File: src/rtl/ram_fifo_ctrl_pkg.sv
// rtl/ram_fifo_ctrl_pkg.sv - shared helpers for the RAM-backed FIFO controller
package ram_fifo_ctrl_pkg;

   // The pointers wrap by natural overflow, so the RAM must be exactly 2**aw deep.
   function automatic bit depth_matches(input int depth, input int aw);
      return depth == (1 << aw);
   endfunction

endpackage

File: src/rtl/ram_fifo.sv
// rtl/ram_fifo.sv - FIFO built from ram_fifo_ctrl and its single-port RAM
module ram_fifo #(
   parameter int ADDR_WIDTH = 3,
   parameter int DATA_WIDTH = 8,
   parameter int DEPTH      = 8
) (
   input  logic                  clk,
   input  logic                  rst_n,
   input  logic                  in_valid,
   output logic                  in_ready,
   input  logic [DATA_WIDTH-1:0] in_data,
   output logic                  out_valid,
   input  logic                  out_ready,
   output logic [DATA_WIDTH-1:0] out_data,
   output logic [ADDR_WIDTH+1:0] count
);

   logic                  ram_we;
   logic                  ram_re;
   logic [ADDR_WIDTH-1:0] ram_addr;
   logic [DATA_WIDTH-1:0] ram_wdata;
   logic [DATA_WIDTH-1:0] ram_rdata;

   ram_fifo_ctrl #(
      .ADDR_WIDTH (ADDR_WIDTH),
      .DATA_WIDTH (DATA_WIDTH),
      .DEPTH      (DEPTH)
   ) u_ctrl (
      .clk       (clk),
      .rst_n     (rst_n),
      .in_valid  (in_valid),
      .in_ready  (in_ready),
      .in_data   (in_data),
      .out_valid (out_valid),
      .out_ready (out_ready),
      .out_data  (out_data),
      .ram_we    (ram_we),
      .ram_re    (ram_re),
      .ram_addr  (ram_addr),
      .ram_wdata (ram_wdata),
      .ram_rdata (ram_rdata),
      .count     (count)
   );

   sp_ram #(
      .ADDR_WIDTH (ADDR_WIDTH),
      .DATA_WIDTH (DATA_WIDTH),
      .DEPTH      (DEPTH)
   ) u_ram (
      .clk   (clk),
      .we    (ram_we),
      .re    (ram_re),
      .addr  (ram_addr),
      .wdata (ram_wdata),
      .rdata (ram_rdata)
   );

endmodule

File: src/rtl/sp_ram.sv
// rtl/sp_ram.sv - single-port synchronous RAM, registered read, 1-cycle latency
module sp_ram #(
   parameter int ADDR_WIDTH = 3,
   parameter int DATA_WIDTH = 8,
   parameter int DEPTH      = 8
) (
   input  logic                  clk,
   input  logic                  we,
   input  logic                  re,
   input  logic [ADDR_WIDTH-1:0] addr,
   input  logic [DATA_WIDTH-1:0] wdata,
   output logic [DATA_WIDTH-1:0] rdata
);

   logic [DATA_WIDTH-1:0] mem [DEPTH];

   always_ff @(posedge clk) begin
      if (we) begin
         mem[addr] <= wdata;
      end
      if (re) begin
         rdata <= mem[addr];
      end
   end

endmodule

File: src/rtl/wrap_ptr.sv
// rtl/wrap_ptr.sv - wrapping RAM pointer with increment enable
module wrap_ptr #(
   parameter int WIDTH = 3
) (
   input  logic             clk,
   input  logic             rst_n,
   input  logic             en,
   output logic [WIDTH-1:0] ptr
);

   always_ff @(posedge clk or negedge rst_n) begin
      if (!rst_n) begin
         ptr <= '0;
      end else if (en) begin
         ptr <= ptr + WIDTH'(1);
      end
   end

endmodule

File: src/rtl/ram_fifo_ctrl.sv
// rtl/ram_fifo_ctrl.sv - valid/ready FIFO controller over a single-port synchronous RAM
module ram_fifo_ctrl
   import ram_fifo_ctrl_pkg::*;
#(
   parameter int ADDR_WIDTH = 3,
   parameter int DATA_WIDTH = 8,
   parameter int DEPTH      = 8
) (
   input  logic                  clk,
   input  logic                  rst_n,
   input  logic                  in_valid,
   output logic                  in_ready,
   input  logic [DATA_WIDTH-1:0] in_data,
   output logic                  out_valid,
   input  logic                  out_ready,
   output logic [DATA_WIDTH-1:0] out_data,
   output logic                  ram_we,
   output logic                  ram_re,
   output logic [ADDR_WIDTH-1:0] ram_addr,
   output logic [DATA_WIDTH-1:0] ram_wdata,
   input  logic [DATA_WIDTH-1:0] ram_rdata,
   output logic [ADDR_WIDTH+1:0] count
);

   localparam logic [ADDR_WIDTH:0] FULL_CNT = (ADDR_WIDTH+1)'(DEPTH);

   if (!depth_matches(DEPTH, ADDR_WIDTH)) begin : g_depth_chk
      $error("ram_fifo_ctrl: DEPTH must equal 2**ADDR_WIDTH");
   end

   logic [ADDR_WIDTH:0]   ram_cnt;
   logic                  rd_pending;
   logic                  rd_req;
   logic                  wr_en;
   logic [ADDR_WIDTH-1:0] wr_ptr;
   logic [ADDR_WIDTH-1:0] rd_ptr;

   // Prefetch only when the output register is free (or being popped) and no read is in flight.
   assign rd_req   = (ram_cnt != '0) && !rd_pending && (!out_valid || out_ready);
   assign in_ready = (ram_cnt != FULL_CNT) && !rd_req;
   assign wr_en    = in_valid && in_ready;

   assign ram_re    = rd_req;
   assign ram_we    = wr_en;
   assign ram_addr  = rd_req ? rd_ptr : wr_ptr;
   assign ram_wdata = in_data;

   assign count = (ADDR_WIDTH+2)'(ram_cnt) + (ADDR_WIDTH+2)'(rd_pending)
                + (ADDR_WIDTH+2)'(out_valid);

   wrap_ptr #(.WIDTH(ADDR_WIDTH)) u_wr_ptr (
      .clk   (clk),
      .rst_n (rst_n),
      .en    (wr_en),
      .ptr   (wr_ptr)
   );

   wrap_ptr #(.WIDTH(ADDR_WIDTH)) u_rd_ptr (
      .clk   (clk),
      .rst_n (rst_n),
      .en    (rd_req),
      .ptr   (rd_ptr)
   );

   // wr_en and rd_req are mutually exclusive, so at most one adjustment applies.
   always_ff @(posedge clk or negedge rst_n) begin
      if (!rst_n) begin
         ram_cnt <= '0;
      end else if (wr_en) begin
         ram_cnt <= ram_cnt + (ADDR_WIDTH+1)'(1);
      end else if (rd_req) begin
         ram_cnt <= ram_cnt - (ADDR_WIDTH+1)'(1);
      end
   end

   always_ff @(posedge clk or negedge rst_n) begin
      if (!rst_n) begin
         rd_pending <= 1'b0;
      end else begin
         rd_pending <= rd_req;
      end
   end

   always_ff @(posedge clk or negedge rst_n) begin
      if (!rst_n) begin
         out_valid <= 1'b0;
         out_data  <= '0;
      end else if (rd_pending) begin
         out_valid <= 1'b1;
         out_data  <= ram_rdata;
      end else if (out_ready) begin
         out_valid <= 1'b0;
      end
   end

endmodule

File: config.mk
export PLATFORM = sky130hd
export DESIGN_NAME = ram_fifo
export DESIGN_NICKNAME = d
export VERILOG_FILES = /design/src/rtl/ram_fifo_ctrl_pkg.sv /design/src/rtl/ram_fifo.sv /design/src/rtl/sp_ram.sv /design/src/rtl/wrap_ptr.sv /design/src/rtl/ram_fifo_ctrl.sv
export SDC_FILE = /design/constraint.sdc
export NUM_CORES = 1
export LEC_CHECK = 0
export ABC_AREA = 0
export CORE_MARGIN = 1.5
export CORE_UTILIZATION = 50
export DETAILED_ROUTE_END_ITERATION = 8
export PLACE_DENSITY_LB_ADDON = 0.15
export SLEW_MARGIN = 30
export SYNTH_ARGS = -nofsm -noshare
export SYNTH_HDL_FRONTEND = slang
export SYNTH_HIERARCHICAL = 1
export SYNTH_SLANG_ARGS = --single-unit
export TNS_END_PERCENT = 100
File: constraint.sdc
create_clock -name clk -period 5.45 [get_ports clk]
set_clock_uncertainty 0.05 [all_clocks]
set_input_delay 1.3625 -clock clk [delete_from_list [all_inputs] [get_ports clk]]
set_output_delay 1.3625 -clock clk [all_outputs]
set_load 0.02 [all_outputs]
==> results of run 1 <==
## registers in the layout (all words and copies together) (netlist names)
| name | count |
|---|---|
| u_ctrl/out_valid | 1 |
| u_ctrl/out_data | 8 |
| u_ram/mem | 64 |
| u_ctrl/ram_cnt | 4 |
| u_ram/rdata | 8 |
| u_ctrl/u_wr_ptr/ptr | 3 |
| u_ctrl/u_rd_ptr/ptr | 3 |
| u_ctrl/rd_pending | 1 |
## cell usage in the layout, fill, tap and decap left out, drive strengths merged, types with 2 or more instances in the layout
cell type | netlist | layout
nor3 | 4 | 4
inv | 8 | 12
xnor2 | 3 | 3
o221ai | 2 | 2
dfrtp | 20 | 20
a21oi | 5 | 5
o221a | 2 | 2
and3 | 3 | 3
fa | 2 | 2
mux2 | 23 | 23
nand2b | 3 | 3
nand2 | 8 | 8
mux2i | 2 | 2
clkbuf | 2 | 9
o21a | 3 | 3
edfxtp | 72 | 72
ha | 5 | 5
nand3 | 4 | 4
clkdlybuf4s50 | 0 | 25
o21ai | 3 | 3
xor2 | 4 | 4
buf | 15 | 12
nor2 | 8 | 8
mux4 | 12 | 12
## through the flow
step	hold slack, ps	setup slack [ps]
global placement	409	1060
floorplan	388	1390
detailed placement	414	1070
finish	426	1070
CTS	434	1070
global route	456	1000
## worst max-delay path, stage by stage
cell and delay (ps):
clkdlybuf4s50_1 450, nor2b_1 80, or3_1 380, and2_1 170
clkdlybuf4s50_1 520
## report_power, final
group / total, mW / internal [mW] / switching, mW
logic: 1.29 / 0.668 / 0.625
registers: 1.10 / 0.991 / 0.111
clock network: 0.478 / 0.224 / 0.254
total: 2.87 / 1.88 / 0.991
## cells by family after synthesis
group,Yosys count,synth area share (%)
AO/OA/AOI/OAI,21,4.05
buffers and inverters,25,3.89
XOR/XNOR,7,1.56
AND/OR/NAND/NOR,36,4.88
flip-flops,92,67.9
adder cells (fa/ha/maj),7,2.61
multiplexers,37,15.1
## final timing paths
path	startpoint	to	slack, ps
min in group asynchronous	rst_n	u_ctrl/ram_cnt[2]	890
max in group asynchronous	rst_n	u_ctrl/ram_cnt[0]	4150
setup reg to reg	u_ctrl/ram_cnt[3]	u_ram/rdata[5]	2440
setup / recovery	out_ready	in_ready	1070
hold / removal	u_ctrl/u_rd_ptr/ptr[2]	u_ctrl/u_rd_ptr/ptr[2]	430
hold reg to reg	u_ctrl/u_rd_ptr/ptr[2]	u_ctrl/u_rd_ptr/ptr[2]	430
## area by class of cell
class	count	area, um^2	share of cell area [%]
inverters	8	30.0	0.670
well taps	102	128	2.85
clock inverters	7	91.3	2.04
multi-input cells	108	1110	24.7
flip-flops and latches	92	2660	59.4
repair buffers	37	338	7.54
clock buffers	9	124	2.76
## metal layers
metal	vias up	GRT usage, %
met1	965	22.3
met2	41	28.2
met5	-	0
met3	11	5.70
li1	914	-
met4	0	6.64
==> results.md, run 1 <==
* GPL Wtd Cong at approximately 0.84
* Final core utilization at between 50% and 60%
* Max Used Layer: met4
* Final #Nets at between 200 and 300
* Pleak at between 1.5 and 2 nW
* # H-tree levels at 3
* Power per cell area at around 640 nW/um^2
* Vias at 1931
* Worst-margin pin slew at between 800 and 900 ps
* Rows at 32
* # clock sinks at about 90
* Overall Power at between 2 and 3 mW
* Total negative slack at 0 ps
* Top post-synthesis cells by area: edfxtp_1 (55%), dfrtp_1 (13%), mux4_2 (4.6%), mux2_2 (3.2%), mux2_4 (3.1%)
* Post-synth EDFFs at between 70 and 80
* Peak VDD IR at about 0.23 mV
* Remaining Overflow, GRT at 0
* Resize count post-CTS at 0
* Crit path launch type: input port
* Cts hold-fix bufs at 0
* Most instantiated cells after synthesis: edfxtp_1 (72), dfrtp_1 (20), mux2_2 (11)
* Met3 routed WL at approximately 270 um
* Area growth, synth to finish at 14.2%
* Seq cells post-synth at a little over 90
* Largest net degree at the start of global routing at 21
* Crit path DAT at 2960 ps
* Final min period at 4380 ps
* Sequential area share after synthesis at 67.9%
* Final setup viols at 0
* Area share of the largest cell type after synthesis at between 50% and 60%
* Asr flop ratio synth at 21.7%
* DP Wirelength at 4240 um
* Routed Antenna Nets at 0
* Metal-1 WL at ~2900 um
* Crit path kind: input port to primary output
* R2R cell count at 7
* Clock root cell: clkbuf_8
* Top-count cell post-synth: edfxtp_1
* Count of cell types in the netlist at 46
* Fmax at approximately 230 MHz
* Iter 0 DRT Violations at 121
* Post-CTS setup repair buffer count at 0
* Syn avg cell area at ~17 um^2
* Hold Path Class: flop to flop
* Post-synth top area cell: edfxtp_1
* Clock buffer depth at 2
* Clock transition at path regs at roughly 100 ps
* Residual DRC count at 0
* Synthesized instance count at between 200 and 250
* Slew headroom at around 44%
* Fill cells at 593
* Clk_lat worst skew at about 360 ps
* Overall Global Routing Usage at around 18%
* Slew Viols, Final at 0
* Final Non-Filler Cells at around 360
* Vias in the first global route at 2008
* Crit end category: primary output
* RSZ-0062 raised after global routing: false
* Share of layout cells above drive strength 1 at approximately a quarter
* I/O pins at 27
* Placed Cells at 347
* Clock buffer count from CTS at 9
* Global-route wire length before repair at 10800 um
* Routed len/inst at between 15 and 20 um
* Horiz. Die Dim at about 92 um
* Met2 wire len at approximately 3200 um
* Post-Syn Nets at approximately 240
* Final Hold Vio Count at 0
* Port bufs at 26
* Fin crit share at 80.3%
* # diodes at 0
* TritonRoute pass-1 iters at 4
* Via density at ~5.3
* Drt total wl at between 6000 and 7000 um
* Die footprint at approximately 8400 um^2
* CTS tree: done
* Max-cap check violation count at 0
* Mapped Area at just under 4000 um^2
* Die height at between 90 and 100 um
* Hold path depth at 1
* Core ar. at 7650 um^2
* Initial Utilization at roughly half
* Initial antenna violation count at 0
* Critical Path RT at between 4000 and 5000 ps
* Yosys warns at 6
* Primary FF master, synth: edfxtp_1
* Final Cell Area at between 4000 and 5000 um^2
* DP Area at 4270 um^2
* Crit path max fanout at 4
* Status: complete, no violations
Power figures use the tool's default switching activity.
==> inputs of run 2 (changes only) <==
Clock period 5.45 ns to 3.9 ns, I/O delays scaled along.
==> run 2 against run 1 <==
Cell area is 1.3% higher. Register-to-register slack worse by 1300 ps. Utilization is 0.75 points higher. Sequential power is 38% higher. Global-route usage is 0.56 points lower. Flip-flop and latch count stayed put. Wire length is 1.1% lower. Sequential share of layout area is 0.75 points lower. Via count is 1.5% higher. Hold slack worse by 6.6 ps. Power is 40% higher. Die area stayed put. Critical path type unchanged. Largest cell class unchanged. Highest routed layer unchanged.
==> results.md, run 2 (synthesis gave the netlist of run 1 again) <==
* Cts hold-fix bufs at 0
* Via density at approximately 5.2
* Max FFs per register at between 60 and 70
* # H-tree levels at 3
* CTS tree: done
* Final min period at around 3600 ps
* Area growth, synth to finish at 15.7%
* Routed len/inst at 16.9 um
* Final Non-Filler Cells at ~380
* Slew Viols, Final at 0
* Final #Nets at around 290
* Sw frac at roughly a third
* Die height at around 90 um
* Clock buffer depth at 2
* Commonest non-fill, non-tap cell in the layout: edfxtp_1
* Critical Path RT at approximately 2900 ps
* Hold Path Class: flop to flop
* Total negative slack at 0 ps
* # clock sinks at 92
* Global-route wire length before repair at approximately 10000 um
* Post-CTS setup repair buffer count at 0
* Placed Cells at between 300 and 400
* Crit path max fanout at 4
* Residual DRC count at 0
* Largest net degree at the start of global routing at 21
* # diodes at 0
* Die footprint at around 8400 um^2
* DP Worst Slack at 299 ps
* Vias in the first global route at about 2000
* Pint at about 2.7 mW
* Clock root cell: clkbuf_8
* Power share of the sequential group at roughly 38%
* Overall Power at 4.03 mW
* Slew headroom at between 40 and 50%
* Worst-margin pin slew at between 800 and 900 ps
* Fmax at ~280 MHz
* Max-cap check violation count at 0
* Vias at 1960
* Biggest regs: u_ram/mem (64), u_ctrl/out_data (8), u_ram/rdata (8)
* Remaining Overflow, GRT at 0
* Final Cell Area at ~4500 um^2
* Core ar. at approximately 7600 um^2
* DP Area at between 4000 and 5000 um^2
* Pleak at 1.67 nW
* Rows at 32
* Switching power of the nets at ~1.3 mW
* Crit path launch type: input port
* Resize count post-CTS at 0
* Final Hold Vio Count at 0
* Horiz. Die Dim at slightly above 90 um
* Power per cell area at roughly 890 nW/um^2
* RSZ-0062 raised after global routing: false
* Fin crit share at 92.5%
* I/O pins at 27
* Crit path DAT at 2580 ps
* Crit path kind: input port to primary output
* Final setup viols at 0
* Final Worst Setup Slack at roughly 300 ps
* Clock transition at path regs at 80 ps
* Share of layout cells above drive strength 1 at approximately a quarter
* Status: complete, no violations
* Clk_lat worst skew at around 340 ps
* Clock power frac at between 10% and 20%
* Overall Global Routing Usage at about 17%
* TritonRoute pass-1 iters at 4
* Drt total wl at 6330 um
* Most frequent cells in the layout: edfxtp_1 (72), clkdlybuf4s50_1 (25), buf_4 (23), dfrtp_1 (20), mux2_2 (11)
* Clock buffer count from CTS at 9
* GPL Wtd Cong at approximately 0.85
* Crit end category: primary output
* Biggest register: u_ram/mem
* Initial Utilization at approximately 51%
* Logic pwr share at approximately 48%
* Port bufs at 26
* DP Wirelength at about 4500 um
* Routed Antenna Nets at 0
* Peak VDD IR at 0.307 mV
* Iter 0 DRT Violations at 68
* Initial antenna violation count at 0
[run 2: changes by cell type in the layout (fill, tap and decap cells not counted)]
cell and delta:
buf_4 +12, clkbuf_1 +2, clkinv_1 +2, inv_6 -2, clkinv_2 +1, clkinv_8 -1
clkinvlp_4 -1, inv_8 -1
[run 2: cell type report]
type / count / area [um^2]
Clock buffer: 11 / 131
Fill cell: 564 / 3110
Sequential cell: 92 / 2660
Timing Repair Buffer: 49 / 428
Inverter: 8 / 30.0
Multi-Input combinational cell: 108 / 1110
Tap cell: 102 / 128
Clock inverter: 5 / 51.3
[run 2: path summary, 6_finish.rpt]
| path | startpoint | to | slack [ps] | cells past startpoint |
|---|---|---|---|---|
| worst max-delay path | out_ready | in_ready | 290 | 5 |
| worst min-delay path | u_ctrl/u_wr_ptr/ptr[2] | u_ctrl/u_wr_ptr/ptr[2] | 420 | 1 |
| worst max register to register | u_ctrl/ram_cnt[3] | u_ram/mem[4][7] | 1130 | 6 |
| worst min register to register | u_ctrl/u_wr_ptr/ptr[2] | u_ctrl/u_wr_ptr/ptr[2] | 420 | 1 |
| max in group asynchronous | rst_n | u_ctrl/out_data[6] | 2980 | 1 |
| min in group asynchronous | rst_n | u_ctrl/ram_cnt[1] | 510 | 1 |
[run 2: stage by stage]
| stage | util [%] | hold slack (ps) |
|---|---|---|
| final | 59.4 | 419 |
| after CTS | 59.4 | 423 |
| after detailed placement | 57.0 | 409 |
| after floorplan | - | 388 |
| after global routing | 59.4 | 449 |
| after global placement | 57.0 | 411 |
[run 2: power groups by stage]
stage	clock network (mW)	logic, mW	registers, mW
global route	0.651	2.10	1.55
global placement	0	1.92	1.54
finish	0.591	1.92	1.52
detailed placement	0	1.94	1.54
floorplan	0	1.33	1.57
CTS	0.614	1.95	1.52
[run 2: worst max-delay path, cell delays in order]
cell             delay (ps)
clkdlybuf4s50_1         450
nor2b_1                  80
or3_1                   380
and2_1                  160
clkdlybuf4s50_1         530
[run 2: layer usage]
layer	vias up	GRT usage, %	part of all wire [%]
li1	943	-	-
met1	972	22.3	46
met2	35	27.0	49
met3	10	3.27	2.9
met4	0	8.98	1.7
met5	-	0	0
==> variant, RTL diff (flow settings as in run 1) <==
`DATA_WIDTH` is set to 8 in 3 places; all go to 6.
--- a/src/rtl/ram_fifo.sv
+++ b/src/rtl/ram_fifo.sv
@@ -1,7 +1,7 @@
 // rtl/ram_fifo.sv - FIFO built from ram_fifo_ctrl and its single-port RAM
 module ram_fifo #(
    parameter int ADDR_WIDTH = 3,
-   parameter int DATA_WIDTH = 8,
+   parameter int DATA_WIDTH = 6,
    parameter int DEPTH      = 8
 ) (
    input  logic                  clk,
--- a/src/rtl/sp_ram.sv
+++ b/src/rtl/sp_ram.sv
@@ -1,7 +1,7 @@
 // rtl/sp_ram.sv - single-port synchronous RAM, registered read, 1-cycle latency
 module sp_ram #(
    parameter int ADDR_WIDTH = 3,
-   parameter int DATA_WIDTH = 8,
+   parameter int DATA_WIDTH = 6,
    parameter int DEPTH      = 8
 ) (
    input  logic                  clk,
--- a/src/rtl/ram_fifo_ctrl.sv
+++ b/src/rtl/ram_fifo_ctrl.sv
@@ -3,7 +3,7 @@
    import ram_fifo_ctrl_pkg::*;
 #(
    parameter int ADDR_WIDTH = 3,
-   parameter int DATA_WIDTH = 8,
+   parameter int DATA_WIDTH = 6,
    parameter int DEPTH      = 8
 ) (
    input  logic                  clk,
Interface: changed (resized in_data and out_data); port bits go from 27 to 23. No check against the original RTL was run, so the function may have changed too.
==> variant against run 1 <==
  * Setup slack got worse by 20 ps
  * Highest routed layer unchanged
  * Sequential cell count fell by 20
  * Final cell count fell by 18%
  * Design area fell by 20%
  * Routed wire length fell by 18%
  * Global-route usage rose by 0.089 points
  * Area after synthesis fell by 20%
  * Power fell by 21%
==> variant: results (changes against run 1) <==
Largest registers - u_ram/mem: 48 flops, u_ctrl/out_data: 6 flops, u_ram/rdata: 6 flops
Yosys warnings - 6 (unchanged)
Number of diodes - 0 (unchanged)
Post-DR wirelength/cell - 17.69 um (+0.36%)
Placed cell area - 0.003406 sq mm (-20%)
Fmax - 227.4 MHz (-0.46%)
Nets@finish - 235 (-15%)
Most common library cells after synthesis - 54 x edfxtp_1, 18 x dfrtp_1, 12 x mux2_2, 9 x nand2_1
Worst-skew pair later-pin latency - 340 ps (-20 ps)
HPWL Detailed - 3564 um (-16%)
Critical Path AT - 2980 ps (+20 ps)
Synth area leaders - edfxtp_1 51%, dfrtp_1 14%, mux4_1 6.7%, mux2_2 4.3%, ha_1 2.0%
Ratio of cells with drive above 1 in the final layout - 18.39% (-5.8 points)
Max VDD drop - 0.4094 mV (+76%)
Initial DRC count - 75 (-38%)
Post-synth EDFFs - 54 (-25%)
Post-synthesis net count - 213 (-13%)
Placed Instances - 282 (-19%)
Root buffer cell - clkbuf_8
Static Leak - 1.294 nW (-20%)
DP Worst Slack - 1020 ps (-47.37 ps)
Syn Area/Cell - 16.11 sq um (-7.6%)
Via count - 1,696 (-12%)
GPL Wtd Cong - 0.8607 (+2.0%)
Port Buffers - 22 (-15%)
First-pass GRT wire length - 8383 um (-22%)
Vias in the first global route - 1,646 (-18%)
Status - finished, final reports clean
Overall routing resource usage - 17.66% (+0.089 points)
Clock transition at path regs - 80 ps (-20 ps)
Sw Pwr - 0.8240 mW (-17%)
Slew HR - 43.28% (-0.70 points)
Final wirelength - 5272 um (-18%)
Post-synthesis async set-or-reset flop share - 25.00% (+3.3 points)
Unique cell type count in the Yosys netlist - 42 (-8.7%)
Sequential-to-total area share from yosys stat - 65.64% (-2.2 points)
Largest net degree at the start of global routing - 22 (+4.8%)
CP Max Fanout - 4 (unchanged)
-- variant: cell count changes after synthesis, moves of 3 or more --
cell / delta
edfxtp_1: -18
mux4_2: -8
mux2_4: -6
mux4_1: +4
o21ai_0: +3
-- variant: final timing paths --
check | start | endpoint | slack [ps] | cells past startpoint
max in group asynchronous | rst_n | u_ctrl/ram_cnt[3] | 4160 | 1
worst min-delay path | u_ctrl/u_rd_ptr/ptr[2] | u_ctrl/u_rd_ptr/ptr[2] | 420 | 1
worst max-delay path | out_ready | in_ready | 1050 | 5
min in group asynchronous | rst_n | u_ctrl/u_wr_ptr/ptr[1] | 890 | 1
worst max register to register | u_ctrl/ram_cnt[3] | u_ram/mem[5][2] | 2170 | 6
worst min register to register | u_ctrl/u_rd_ptr/ptr[2] | u_ctrl/u_rd_ptr/ptr[2] | 420 | 1
-- variant: layer usage --
| metal | track usage (%) | vias to the layer above | part of all wire (%) |
|---|---|---|---|
| met3 | 5.604 | 9 | 3.9 |
| met5 | 0 | - | 0 |
| met4 | 7.288 | 0 | 1.4 |
| li1 | - | 785 | - |
| met2 | 27.72 | 44 | 50 |
| met1 | 22.73 | 858 | 44 |
-- variant: cell type report --
class	count	area, sq um
Timing Repair Buffer	25	237.7
Clock inverter	7	47.55
Sequential cell	72	2072
Clock buffer	9	123.9
Fill cell	466	2419
Multi-Input combinational cell	103	970.9
Tap cell	75	93.84
Inverter	7	26.28
-- variant: cells by family (layout without fill, tap and decap cells) --
logic type / after synthesis / after routing / synth area share [%]
muxes: 29 / 29 / 14.23
AOI/OAI and AO/OA: 21 / 21 / 4.598
buffers and inverters: 21 / 48 / 3.607
xor gates and xnor gates: 7 / 7 / 1.942
adders and majority gates: 7 / 7 / 3.250
DFF: 72 / 72 / 65.64
and+or+nand+nor: 39 / 39 / 6.739
-- variant: power by group through the flow --
stage / clock network (mW) / registers [mW] / logic (mW)
6_report: 0.364 / 0.875 / 1.04
5_1_grt: 0.398 / 0.897 / 1.15
4_1_cts: 0.377 / 0.878 / 1.05
3_5_place_dp: 0 / 0.890 / 1.05
3_3_place_gp: 0 / 0.884 / 1.01
2_1_floorplan: 0 / 0.884 / 0.756
